## src/rtl/pci_bus_arbiter_if.sv

```systemverilog
// Initiator-bus signal bundle shared by the three masters and the central arbiter.
interface pci_bus_arbiter_if;
    logic [2:0] req_n;
    logic       frame_n;
    logic       irdy_n;
    logic [2:0] gnt_n;
    logic [1:0] owner;
    logic       bus_busy;
    logic       timeout_err;

    modport master (
        output req_n, frame_n, irdy_n,
        input  gnt_n, owner, bus_busy, timeout_err
    );

    modport slave (
        input  req_n, frame_n, irdy_n,
        output gnt_n, owner, bus_busy, timeout_err
    );
endinterface

```

## src/rtl/pci_bus_arbiter.sv

```systemverilog
// Round-robin arbiter for three bus initiators, with a grant-start timeout and
// a latency timer that withdraws the grant from a long transfer when others wait.
module pci_bus_arbiter #(
    parameter int GNT_TIMEOUT = 8,
    parameter int MAX_XFER    = 16
) (
    input  logic              clk,
    input  logic              rst,
    pci_bus_arbiter_if.slave  bus
);

    localparam logic [1:0] S_IDLE  = 2'd0;
    localparam logic [1:0] S_GRANT = 2'd1;
    localparam logic [1:0] S_XFER  = 2'd2;
    localparam logic [1:0] S_TURN  = 2'd3;

    localparam logic [7:0] TO_LAST  = 8'(GNT_TIMEOUT - 1);
    localparam logic [7:0] XFER_MAX = 8'(MAX_XFER);

    logic [1:0] state;
    logic [1:0] last;
    logic [7:0] cnt;
    logic [2:0] gnt_n_q;
    logic [1:0] owner_q;
    logic       busy_q;
    logic       terr_q;

    logic [2:0] req;
    logic [3:0] req_ext;
    logic       bus_idle;
    logic [1:0] sel;
    logic       own_req;
    logic       others_req;

    // Search order starts just after the last owner, wrapping modulo 3.
    function automatic logic [1:0] pick_next(input logic [1:0] prev, input logic [2:0] r);
        logic [3:0] rx;
        logic [1:0] idx;
        rx        = {1'b0, r};
        idx       = prev;
        pick_next = 2'b11;
        for (int k = 0; k < 3; k++) begin
            idx = (idx >= 2'd2) ? 2'd0 : idx + 2'd1;
            if (rx[idx] && pick_next == 2'b11)
                pick_next = idx;
        end
    endfunction

    assign req        = ~bus.req_n;
    assign req_ext    = {1'b0, req};
    assign bus_idle   = bus.frame_n & bus.irdy_n;
    assign sel        = pick_next(last, req);
    assign own_req    = req_ext[owner_q];
    assign others_req = |(req & ~(3'b001 << owner_q));

    always_ff @(posedge clk or posedge rst) begin
        if (rst) begin
            state   <= S_IDLE;
            last    <= 2'd2;
            cnt     <= 8'd0;
            gnt_n_q <= 3'b111;
            owner_q <= 2'b11;
            busy_q  <= 1'b0;
            terr_q  <= 1'b0;
        end else begin
            terr_q <= 1'b0;
            case (state)
                S_IDLE: begin
                    if (|req && bus_idle) begin
                        gnt_n_q <= ~(3'b001 << sel);
                        owner_q <= sel;
                        cnt     <= 8'd0;
                        state   <= S_GRANT;
                    end
                end
                S_GRANT: begin
                    // A started frame wins over a same-cycle request withdrawal.
                    if (!bus.frame_n) begin
                        state  <= S_XFER;
                        cnt    <= 8'd0;
                        busy_q <= 1'b1;
                    end else if (!own_req || cnt == TO_LAST) begin
                        terr_q  <= own_req;
                        gnt_n_q <= 3'b111;
                        owner_q <= 2'b11;
                        last    <= owner_q;
                        state   <= S_TURN;
                    end else begin
                        cnt <= cnt + 8'd1;
                    end
                end
                S_XFER: begin
                    if (bus_idle) begin
                        gnt_n_q <= 3'b111;
                        owner_q <= 2'b11;
                        busy_q  <= 1'b0;
                        last    <= owner_q;
                        state   <= S_TURN;
                    end else begin
                        if (cnt < XFER_MAX)
                            cnt <= cnt + 8'd1;
                        // Latency timer: the owner keeps the bus only to finish its transaction.
                        if (cnt >= XFER_MAX && others_req)
                            gnt_n_q <= 3'b111;
                    end
                end
                S_TURN: begin
                    state <= S_IDLE;
                end
                default: begin
                    state <= S_IDLE;
                end
            endcase
        end
    end

    assign bus.gnt_n       = gnt_n_q;
    assign bus.owner       = owner_q;
    assign bus.bus_busy    = busy_q;
    assign bus.timeout_err = terr_q;

endmodule

```

## src/flat_wrapper.sv

```systemverilog
// flat-port wrapper written by rule: the top's interface ports become plain ports
module pci_bus_arbiter_flat 
#(
    parameter int GNT_TIMEOUT = 8,
    parameter int MAX_XFER    = 16
)
  (clk, rst, bus_req_n, bus_frame_n, bus_irdy_n, bus_gnt_n, bus_owner, bus_bus_busy, bus_timeout_err);
  pci_bus_arbiter_if bus_i ();
  input  logic clk;
  input  logic rst;
  input wire logic [$bits(bus_i.req_n)-1:0] bus_req_n;
  input wire logic [$bits(bus_i.frame_n)-1:0] bus_frame_n;
  input wire logic [$bits(bus_i.irdy_n)-1:0] bus_irdy_n;
  output wire logic [$bits(bus_i.gnt_n)-1:0] bus_gnt_n;
  output wire logic [$bits(bus_i.owner)-1:0] bus_owner;
  output wire logic [$bits(bus_i.bus_busy)-1:0] bus_bus_busy;
  output wire logic [$bits(bus_i.timeout_err)-1:0] bus_timeout_err;
  assign bus_i.req_n = bus_req_n;
  assign bus_i.frame_n = bus_frame_n;
  assign bus_i.irdy_n = bus_irdy_n;
  assign bus_gnt_n = bus_i.gnt_n;
  assign bus_owner = bus_i.owner;
  assign bus_bus_busy = bus_i.bus_busy;
  assign bus_timeout_err = bus_i.timeout_err;
  pci_bus_arbiter #(.GNT_TIMEOUT(GNT_TIMEOUT), .MAX_XFER(MAX_XFER)) u_core (.clk(clk), .rst(rst), .bus(bus_i));
endmodule
```

## config.mk

```make
export PLATFORM = sky130hd
export DESIGN_NAME = pci_bus_arbiter_flat
export DESIGN_NICKNAME = d
export VERILOG_FILES = /design/src/rtl/pci_bus_arbiter_if.sv /design/src/rtl/pci_bus_arbiter.sv /design/src/flat_wrapper.sv
export SDC_FILE = /design/constraint.sdc
export NUM_CORES = 1
export LEC_CHECK = 0
export ABC_AREA = 1
export BUFFER_PORTS_ARGS = -buffer_cell sky130_fd_sc_hd__buf_2
export CAP_MARGIN = 20
export CELL_PAD_IN_SITES_DETAIL_PLACEMENT = 0
export CELL_PAD_IN_SITES_GLOBAL_PLACEMENT = 1
export CORE_MARGIN = 2
export CORE_UTILIZATION = 38
export DETAILED_ROUTE_END_ITERATION = 7
export GPL_ROUTABILITY_DRIVEN = 0
export PLACE_DENSITY = 0.81
export SYNTH_ARGS = -nofsm -noshare
export SYNTH_HDL_FRONTEND = slang
export SYNTH_SLANG_ARGS = --single-unit
```

## constraint.sdc

```tcl
create_clock -name clk -period 2.11 [get_ports clk]
set_clock_uncertainty 0.1 [all_clocks]
set_input_delay 0.3165 -clock clk [delete_from_list [all_inputs] [get_ports clk]]
set_output_delay 0.3165 -clock clk [all_outputs]
set_load 0.02 [all_outputs]
```

==> flow_metrics.py <==
metrics = {
    "timing": {
        "finalHoldViolations": 0,
        "max_clock_freq_mhz": 559.0,
        "relSlewSlack_pct": 52.13,
        "fin_tns_setup_ns": 0,
        "layout_min_cycle_time_ns": 1.789,
        "fin_ws_ns": 0.3211,
        "worst_slew_pin_slew_ns": 0.7173,
        "report.final.slew_viol_count": 0,
        "setup_viol": 0,
        "rsz0062_at_grt": "no",
        "fin_crit_sh_pct": 84.78,
    },
    "clocking": {
        "clk_latency_ns": 0.26,
        "cts_root_buf": "clkbuf_8",
        "cts_num_sinks": 19,
        "holdBufCountCts": 0,
        "cts.path.max_buffers": 2,
        "htreeDepth": 1,
        "cts_tree": "built",
        "post_cts_buffers": 0,
        "clk_pin_slew_ns": 0.07,
        "cts_buffers": 3,
        "cts_resized": 0,
    },
    "global_routing": {
        "grt_first_pass_wirelength_mm": 5.340,
        "grt.total_usage_pct": 16.07,
        "grt_pass1_vias": 1202,
        "antenna_found_initial": 0,
        "gr-total-overflow": 0,
        "grt_max_degree": 20,
    },
    "place": {
        "hpwl_mm": 2.251,
        "port_buffers": 13,
        "post-place-ws_ns": 0.3236,
    },
    "critical_path": {
        "arrival_ns": 1.84,
        "critical_path_required_ns": 2.16,
        "cp_max_fo": 7,
        "crit_end": "u_core.cnt[6]",
        "cpMostUsedCell": "inv_1",
        "worstSetupStartpointType": "flip-flop",
        "crit_type": "flip-flop to flip-flop",
        "r2r_slack_ns": 0.32,
        "crit_start": "u_core.state[1]",
        "slowest_delay_ns": 0.42,
        "r2r_cells": 7,
        "cp_cell_sequence": "inv_1, ha_1, nand2_1, o21ai_4, nor2_1, o21ai_1, inv_1",
        "slowest_stage": "dfrtp_1",
        "r2r_start": "u_core.state[1]",
        "r2r_end": "u_core.cnt[6]",
        "critPathCaptureType": "flip-flop",
    },
    "power": {
        "total_power_uw": 2272,
        "powerDensity_mw_per_mm2": 1455,
        "ir_drop_mv": 0.7239,
        "p_leak_uw": 0.0007981,
    },
    "floorplanning": {
        "fp-row-count": 22,
        "die_area_sq_mm": 0.004193,
        "start_util_pct": 38.90,
        "die_x_microns": 64.76,
        "die_y_microns": 64.76,
        "io_pins": 14,
        "core_sq_mm": 0.003606,
    },
    "synthesis": {
        "synthMuxAreaShare_pct": 0,
        "synth_compound_area_share_pct": 16.06,
        "synthTopCellsByArea": "dfrtp_1 (23%), nand2_1 (12%), dfstp_2 (11%), nand3_1 (9.3%), inv_1 (7.8%)",
        "synthDistinctLibCells": 30,
        "synth_top_area_share_pct": 23.19,
        "yosysWarnings": 0,
        "synth_simple_gate_area_share_pct": 32.74,
        "yosysSeqAreaShare_pct": 34.43,
        "synth-xor-area-share_pct": 0.6244,
        "synth_top_cell_by_area": "dfrtp_1",
        "synth_area_sq_mm": 0.001403,
        "syn_area_per_cell_sq_um": 7.267,
        "synth_fa_ha_area_share_pct": 5.352,
        "synth_seq_cells": 19,
        "synth_cells": 193,
        "syn-num-nets": 206,
        "synth_top_family_by_area": "simple AND/OR/NAND/NOR gates",
    },
    "drt": {
        "avgRoutedWirePerCell_microns": 11.24,
        "viasPerCell": 4.732,
        "wl_mm": 2.889,
        "drt-initial-drc-count": 62,
        "drt_drc_violations_left": 0,
        "first_pass_iters": 4,
        "num_vias": 1216,
        "ant_nets": 0,
    },
    "worst_hold_path": {
        "hp-class": "input port to asynchronous set/reset pin",
    },
    "outcome": {
        "status": "completed",
    },
    "finish": {
        "fin_nets": 223,
        "antenna_cells": 0,
        "final_cell_mix": "nand2_1 (43), inv_1 (29), nand3_1 (26)",
        "drive_gt1_share_pct": 23.44,
        "syn2layout_area_growth_pct": 11.33,
        "mostFrequentLayoutCell": "nand2_1",
    },
    "flow_run": {
        "drv_cap": 0,
    },
}
metrics by stage:
stage               utilization (%)  std cells  area [sq um]  hold WS [ns]
detailed placement            42.05        253          1516        0.3656
floorplan                         -        193          1403        0.1632
global route                  43.30        257          1562        0.1475
finish                        43.30        257          1562       0.06816
CTS                           43.30        257          1562        0.1036
global placement              42.05        253          1516        0.3606
layout make-up:
cell class / instances / area, sq um
fill: 377 / 2044
multi-input combinational: 137 / 768.2
sequential: 19 / 483.0
inverter: 36 / 140.1
timing repair buffer: 13 / 65.06
tap: 48 / 60.06
clock buffer: 4 / 45.04
layer usage:
metal / part of all wire [%] / track usage, % / vias up
met5: 0 / 0 / -
met3: 4.7 / 2.604 / 4
met1: 51 / 22.42 / 531
li1: - / - / 656
met2: 43 / 25.52 / 25
met4: 1.0 / 4.787 / 0
worst max-delay path, delay by kind of cell, from the launching register on:
kind                     cells  cell delay [ns]
AO/OA/AOI/OAI                2             0.46
adder cells (fa/ha/maj)      1             0.25
buffers and inverters        2             0.15
flip-flops                   1             0.42
AND/OR/NAND/NOR              2             0.31
worst min path at each step:
| stage | end | depth (start not counted) | slack [ns] | start |
|---|---|---|---|---|
| 3_3_place_gp | u_core.bus.gnt_n[0] | 2 | 0.36 | u_core.bus.gnt_n[0] |
| 2_1_floorplan | u_core.bus.bus_busy | 1 | 0.16 | rst |
| 6_report | u_core.last[0] | 2 | 0.07 | rst |
| 4_1_cts | u_core.bus.timeout_err | 2 | 0.10 | rst |
| 5_1_grt | u_core.cnt[4] | 2 | 0.15 | rst |
| 3_5_place_dp | u_core.bus.gnt_n[0] | 2 | 0.37 | u_core.bus.gnt_n[0] |
cells in the mapped netlist:
library cell,instances
inv_6,1
nand2_2,3
ha_1,6
a21oi_1,4
clkinv_1,1
o21ai_0,12
dfrtp_1,13
inv_2,5
nand4_2,1
xor2_1,1
o2111ai_1,2
nand4_1,3
o21bai_2,1
nor2_1,10
o21ai_4,1
o21ai_1,6
or2_1,1
o21a_1,1
o21ai_2,1
a21oi_2,4
nor2_2,5
o21bai_4,1
nand2_1,43
and3_2,1
inv_1,29
nor3_1,1
dfstp_2,6
nand3_1,26
buf_6,1
nand3_2,3
cells by family after synthesis:
kind of cell,count (synthesis)
DFF,19
buffers and inverters,37
adders and majority gates,6
and+or+nand+nor,97
xor gates and xnor gates,1
AOI/OAI and AO/OA,33
state kept, by name, summed over array words and instances (netlist names):
signal and count:
u_core.cnt 8, u_core.bus.owner 2, u_core.bus.timeout_err 1, u_core.last 2, u_core.state 2, u_core.bus.gnt_n 3
u_core.bus.bus_busy 1
power breakdown:
part           switching (uW)  internal, uW  total (uW)  leakage, uW
registers                 112           511         624     0.000236
logic                     914           477        1390     0.000539
clock network             122           134         257    0.0000228
Power figures use the tool's default switching activity.
